## src/rtl/pkt_rr_arbiter.sv

```systemverilog
// Packet-granular two-to-one round-robin arbiter.
// Forwards whole packets from two byte-stream sources to one sink. It never
// interleaves the beats of two packets. Each output beat is registered and
// tagged with the channel it came from.
//
// Optional feature (macro PKT_ARB_LEN_GUARD_EN): a packet longer than MAX_LEN
// beats is cut at beat MAX_LEN, and that beat gets a forced sink_last. The
// rest of the packet is then absorbed in DRAIN, and len_err pulses for one
// cycle.
//
// Ports:
//   clk, rst                 clock, synchronous active-high reset
//   src_data/valid/last/ready{1,2}  source channels (ready is combinational)
//   sink_data/valid/last/id  registered output beat, id 0 = ch1, 1 = ch2
//   sink_ready               downstream accept
//   busy                     high while a packet is granted
//   pkt_cnt1, pkt_cnt2       completed packets per channel (wrapping)
//   len_err                  truncation pulse (only with PKT_ARB_LEN_GUARD_EN)
module pkt_rr_arbiter #(
  parameter int unsigned DATA_W  = 8,
  parameter int unsigned CNT_W   = 16,
  parameter int unsigned MAX_LEN = 255
) (
  input  logic              clk,
  input  logic              rst,
  input  logic [DATA_W-1:0] src_data1,
  input  logic              src_valid1,
  input  logic              src_last1,
  output logic              src_ready1,
  input  logic [DATA_W-1:0] src_data2,
  input  logic              src_valid2,
  input  logic              src_last2,
  output logic              src_ready2,
  output logic [DATA_W-1:0] sink_data,
  output logic              sink_valid,
  output logic              sink_last,
  output logic              sink_id,
  input  logic              sink_ready,
  output logic              busy,
`ifdef PKT_ARB_LEN_GUARD_EN
  output logic              len_err,
`endif
  output logic [CNT_W-1:0]  pkt_cnt1,
  output logic [CNT_W-1:0]  pkt_cnt2
);

  typedef enum logic [1:0] {
    IDLE  = 2'd0,
    BUSY  = 2'd1,
    DRAIN = 2'd2
  } state_t;

  state_t            state, state_n;
  logic              grant, grant_n;           // 0 = ch1, 1 = ch2
  logic              last_grant, last_grant_n;
  logic              can_load;
  logic              gnt_ready;
  logic              load;
  logic              trunc;
  logic              sel_valid, sel_last, accept, last_acc;
  logic [DATA_W-1:0] sel_data;

  // Granted channel's view of its source.
  assign sel_valid = grant ? src_valid2 : src_valid1;
  assign sel_last  = grant ? src_last2  : src_last1;
  assign sel_data  = grant ? src_data2  : src_data1;

  // The output register can take a new beat when it is empty or being drained.
  assign can_load = !sink_valid || sink_ready;

  assign src_ready1 = gnt_ready && !grant;
  assign src_ready2 = gnt_ready &&  grant;
  assign busy       = (state != IDLE);
  assign accept     = sel_valid && gnt_ready;
  assign last_acc   = accept && sel_last;

`ifdef PKT_ARB_LEN_GUARD_EN
  localparam int unsigned BEAT_W = $clog2(MAX_LEN + 1);

  logic [BEAT_W-1:0] beat_cnt;

  // Beats accepted in the current grant; cleared while arbitrating.
  always_ff @(posedge clk) begin
    if (rst) begin
      beat_cnt <= '0;
      len_err  <= 1'b0;
    end else begin
      len_err <= trunc;
      if (state == IDLE) begin
        beat_cnt <= '0;
      end else if (load) begin
        beat_cnt <= beat_cnt + BEAT_W'(1);
      end
    end
  end
`else
  // MAX_LEN has no effect unless the length guard is built in.
  if (MAX_LEN == 0) begin : g_max_len_unused
  end
`endif

  // Arbitration and packet-tracking next state.
  always_comb begin
    state_n      = state;
    grant_n      = grant;
    last_grant_n = last_grant;
    gnt_ready    = 1'b0;
    load         = 1'b0;
    trunc        = 1'b0;
    case (state)
      IDLE: begin
        if (src_valid1 || src_valid2) begin
          // On a contest, the channel not served last wins.
          grant_n      = (src_valid1 && src_valid2) ? ~last_grant : src_valid2;
          last_grant_n = grant_n;
          state_n      = BUSY;
        end
      end
      BUSY: begin
        gnt_ready = can_load;
        if (sel_valid && can_load) begin
          load = 1'b1;
          if (sel_last) begin
            state_n = IDLE;
          end
`ifdef PKT_ARB_LEN_GUARD_EN
          else if (beat_cnt == BEAT_W'(MAX_LEN - 1)) begin
            trunc   = 1'b1;
            state_n = DRAIN;
          end
`endif
        end
      end
      DRAIN: begin
        // Swallow the oversized tail; nothing reaches the sink.
        gnt_ready = 1'b1;
        if (sel_valid && sel_last) begin
          state_n = IDLE;
        end
      end
      default: state_n = IDLE;
    endcase
  end

  // State, output beat register and packet counters.
  always_ff @(posedge clk) begin
    if (rst) begin
      state      <= IDLE;
      grant      <= 1'b0;
      last_grant <= 1'b1;
      sink_data  <= '0;
      sink_valid <= 1'b0;
      sink_last  <= 1'b0;
      sink_id    <= 1'b0;
      pkt_cnt1   <= '0;
      pkt_cnt2   <= '0;
    end else begin
      state      <= state_n;
      grant      <= grant_n;
      last_grant <= last_grant_n;
      if (load) begin
        sink_data  <= sel_data;
        sink_last  <= sel_last || trunc;
        sink_id    <= grant;
        sink_valid <= 1'b1;
      end else if (sink_ready) begin
        sink_valid <= 1'b0;
      end
      if (last_acc && !grant) begin
        pkt_cnt1 <= pkt_cnt1 + CNT_W'(1);
      end
      if (last_acc && grant) begin
        pkt_cnt2 <= pkt_cnt2 + CNT_W'(1);
      end
    end
  end

endmodule

```

## config.mk

```make
export PLATFORM = sky130hd
export DESIGN_NAME = pkt_rr_arbiter
export DESIGN_NICKNAME = d
export VERILOG_FILES = /design/src/rtl/pkt_rr_arbiter.sv
export SDC_FILE = /design/constraint.sdc
export NUM_CORES = 1
export LEC_CHECK = 0
export CAP_MARGIN = 0
export CORE_ASPECT_RATIO = 2
export CORE_MARGIN = 1.5
export CORE_UTILIZATION = 50
export DETAILED_ROUTE_END_ITERATION = 8
export GPL_TIMING_DRIVEN = 0
export PLACE_DENSITY_LB_ADDON = 0.3
export SYNTH_ARGS = -nofsm -noshare
export SYNTH_HDL_FRONTEND = slang
export SYNTH_SLANG_ARGS = --single-unit
```

## constraint.sdc

```tcl
create_clock -name clk -period 4 [get_ports clk]
set_input_delay 0.6 -clock clk [delete_from_list [all_inputs] [get_ports clk]]
set_output_delay 0.6 -clock clk [all_outputs]
set_load 0.01 [all_outputs]
```

==> flow_summary.ini <==
[clocking]
cts_buffers = 5
clockBufferDepth = 2
clkLatencyLatePin_ns = 0.30
cts_sinks = 46
h-tree-depth = 2
cts_tree = yes
post_cts_buffers = 0
cts_root_buf = clkbuf_8
ctsHoldBuffers = 0
post_cts_resized = 0
clk_pin_slew_ns = 0.08

[critical_path]
crit_required_ns = 3.40
reg2reg_slack_ns = 2.04
cp-end-kind = output port
r2r_cells = 6
startpoint = sink_ready
crit_end = src_ready1
crit_fanout = 10
cp.arrival_ns = 2.23
r2r-start = state[0]$_SDFFE_PP0P_
crit-reg2reg-capture = pkt_cnt1[15]$_SDFFE_PP0P_
crit_path_start_kind = input port
crit_type = input port to output port

[pwr]
p_sw_share_pct = 24.00
p_comb_share_pct = 12.9
p_int_uw = 669.1
powerDensity_nw_per_um2 = 293.9
seq_power_share_pct = 54.1
power.leakage_nw = 1.022
clkPwrFrac_pct = 32.9
p_sw_uw = 211.3
ir_worst_vdd_v = 0.0002003

[yosys]
syn_area_per_cell_um2 = 8.743
synth-edff-count = 0
syn-cell-area_um2 = 2168
yosys.area.top_type = dfxtp_1
ys_seq_area_share_pct = 42.47
synth_area_leaders = dfxtp_1 42%, a21oi_1 5.1%, mux2i_1 4.6%
syn_inst = 248
async_reset_ff_share_pct = 0
synth_cell_types = 41
ys.flop_type = dfxtp_1
ys_ff_latch = 46
ys_warn_count = 0
yosysTopAreaCellShare_pct = 42.47
synth_fp_nets = 273

[routing]
drt_wl_total_um = 5383
drtIter0Drc = 38
final_antenna_net_count = 0
drtPass1Iterations = 5
vias = 2146
viasPerCell = 5.723
route.met2.wl_um = 3080
top_layer = met4
met1_length_um = 2012
drc = 0
wire_per_inst_um = 14.35
wl_met3_um = 182

[timing]
slew_violations = 0
finalSetupViolCount = 0
fmax_mhz = 353.9
fin_skew_ns = 0.004712
post-route-period-util_pct = 70.63
maxSlewHeadroom_pct = 62.97
fin_crit_ns = 2.825
hold_viol_final = 0
tns_ns = 0
grt_setup_unrepaired = no
holdWs_ns = 0.4820
worst_pin_slew_ns = 0.5554

[floorplan]
die_w_um = 49.57
fp.dieArea_um2 = 4765
core_um2 = 4129
start_util_pct = 52.52
die_y_um = 96.13
rows = 33
io-pin-count = 69

[grt]
grt_start_max_net_pins = 14
antenna_found_initial = 0
grt.total_usage_pct = 23.69
grt_pass1_vias = 2015
grt_remaining_overflow = 0
grt_pass1_wl_um = 8776

[final_layout]
fin_nets = 347
stdcell_area_um2 = 2995
stdcell_count = 375
fillers = 329
antenna_cells = 0
drive_gt1_share_pct = 6.811
syn_to_final_growth_pct = 38.14

[place]
placed_area_um2 = 2904
place_congestion = 0.8729
post-dp-hpwl_um = 4141
port_buffers = 67
place_inst = 367

[hold_path]
min-delay-path-class = flop to flop

[run]
cap_violations = 0

[run_status]
status = complete, no violations
-- worst max-delay path, stage by stage --
cell             delay [ns]
clkdlybuf4s50_1        0.47
nand2b_1               0.17
buf_2                  0.22
nand2_1                0.08
nor2_1                 0.12
clkdlybuf4s50_1        0.55
-- sequential cells by signal, summed over array words and instances, names as in the netlist --
| name | flops |
|---|---|
| grant | 1 |
| pkt_cnt2 | 16 |
| state | 1 |
| pkt_cnt1 | 16 |
| sink_last | 1 |
| sink_id | 1 |
| sink_valid | 1 |
| sink_data | 8 |
| last_grant | 1 |
-- power by group through the flow --
stage	sequential [mW]	clock [mW]	combinational [mW]
4_1_cts	0.477	0.297	0.115
5_1_grt	0.478	0.311	0.123
3_5_place_dp	0.487	0	0.114
2_1_floorplan	0.492	0	0.0499
3_3_place_gp	0.487	0	0.112
6_report	0.477	0.290	0.114
-- cells in the final DEF (no fill, tap or decap), drive strengths merged, types with 2 or more instances in the layout --
| master | Yosys | layout |
|---|---|---|
| a211oi | 9 | 9 |
| a21oi | 22 | 22 |
| and3 | 6 | 6 |
| and4 | 4 | 4 |
| buf | 5 | 5 |
| clkbuf | 12 | 19 |
| clkdlybuf4s50 | 0 | 67 |
| dfxtp | 46 | 46 |
| ha | 2 | 2 |
| inv | 6 | 6 |
| mux2i | 10 | 10 |
| nand2 | 14 | 14 |
| nand2b | 3 | 3 |
| nand3 | 10 | 10 |
| nand4 | 8 | 8 |
| nor2 | 24 | 24 |
| nor4 | 4 | 4 |
| o21a | 2 | 2 |
| o21ai | 11 | 11 |
| o31a | 2 | 2 |
| o31ai | 9 | 9 |
| or3 | 12 | 12 |
| or4 | 9 | 9 |
| xnor2 | 4 | 4 |
| xor2 | 5 | 5 |
-- cells in the mapped netlist, types with 2 or more instances --
| cell type | n |
|---|---|
| dfxtp_1 | 46 |
| nor2_1 | 24 |
| a21oi_1 | 22 |
| nand2_1 | 14 |
| clkbuf_1 | 11 |
| o21ai_0 | 11 |
| mux2i_1 | 10 |
| nand3_1 | 10 |
| a211oi_1 | 9 |
| o31ai_1 | 9 |
| or3_1 | 9 |
| or4_1 | 8 |
| and3_1 | 6 |
| inv_1 | 6 |
| nand4_1 | 6 |
| xor2_1 | 5 |
| and4_1 | 4 |
| nor4_1 | 4 |
| xnor2_1 | 4 |
| buf_2 | 3 |
| or3_2 | 3 |
| ha_1 | 2 |
| nand2b_1 | 2 |
| o21a_1 | 2 |
| o31a_2 | 2 |
-- cells by family after synthesis --
kind of cell | synth area share [%]
and+or+nand+nor | 26.83
AOI/OAI and AO/OA | 16.21
DFF | 42.47
buffers and inverters | 4.558
muxes | 5.136
xor gates and xnor gates | 3.635
adders and majority gates | 1.154
-- how the worst min path moves through the flow --
stage / startpoint / to / slack (ns) / cells after the start
after floorplan: last_grant$_SDFFE_PP1P_ / last_grant$_SDFFE_PP1P_ / 0.47 / 1
after global placement: sink_id$_SDFFE_PP0P_ / sink_id$_SDFFE_PP0P_ / 0.46 / 2
after detailed placement: sink_id$_SDFFE_PP0P_ / sink_id$_SDFFE_PP0P_ / 0.47 / 2
after CTS: sink_id$_SDFFE_PP0P_ / sink_id$_SDFFE_PP0P_ / 0.48 / 2
after global routing: sink_data[4]$_SDFFE_PP0P_ / sink_data[4]$_SDFFE_PP0P_ / 0.53 / 2
final: sink_id$_SDFFE_PP0P_ / sink_id$_SDFFE_PP0P_ / 0.48 / 2
-- per-layer routing --
metal | vias to the layer above | track usage (%)
met1 | 1027 | 22.71
met5 | - | 0
met4 | 0 | 11.34
met3 | 8 | 3.106
li1 | 1054 | -
met2 | 57 | 47.67
-- stage by stage --
step | worst slack (ns) | power (mW) | utilization (%)
after CTS | 1.188 | 0.8882 | 72.55
final | 1.175 | 0.8805 | 72.55
after global routing | 1.106 | 0.9124 | 72.55
after floorplan | 2.117 | 0.5416 | -
after detailed placement | 1.193 | 0.6011 | 70.33
after global placement | 1.233 | 0.5986 | 70.33
-- area by class of cell --
| type | instances | area (um^2) | area share (%) |
|---|---|---|---|
| Multi-Input combinational cell | 179 | 1149 | 38.35 |
| Clock buffer | 7 | 86.33 | 2.882 |
| Buffer | 17 | 76.32 | 2.548 |
| Timing Repair Buffer | 67 | 670.6 | 22.39 |
| Clock inverter | 1 | 5.005 | 0.1671 |
| Tap cell | 52 | 65.06 | 2.172 |
| Inverter | 6 | 22.52 | 0.7519 |
| Sequential cell | 46 | 920.9 | 30.74 |
Note: power is estimated with default switching activity, not from simulation.
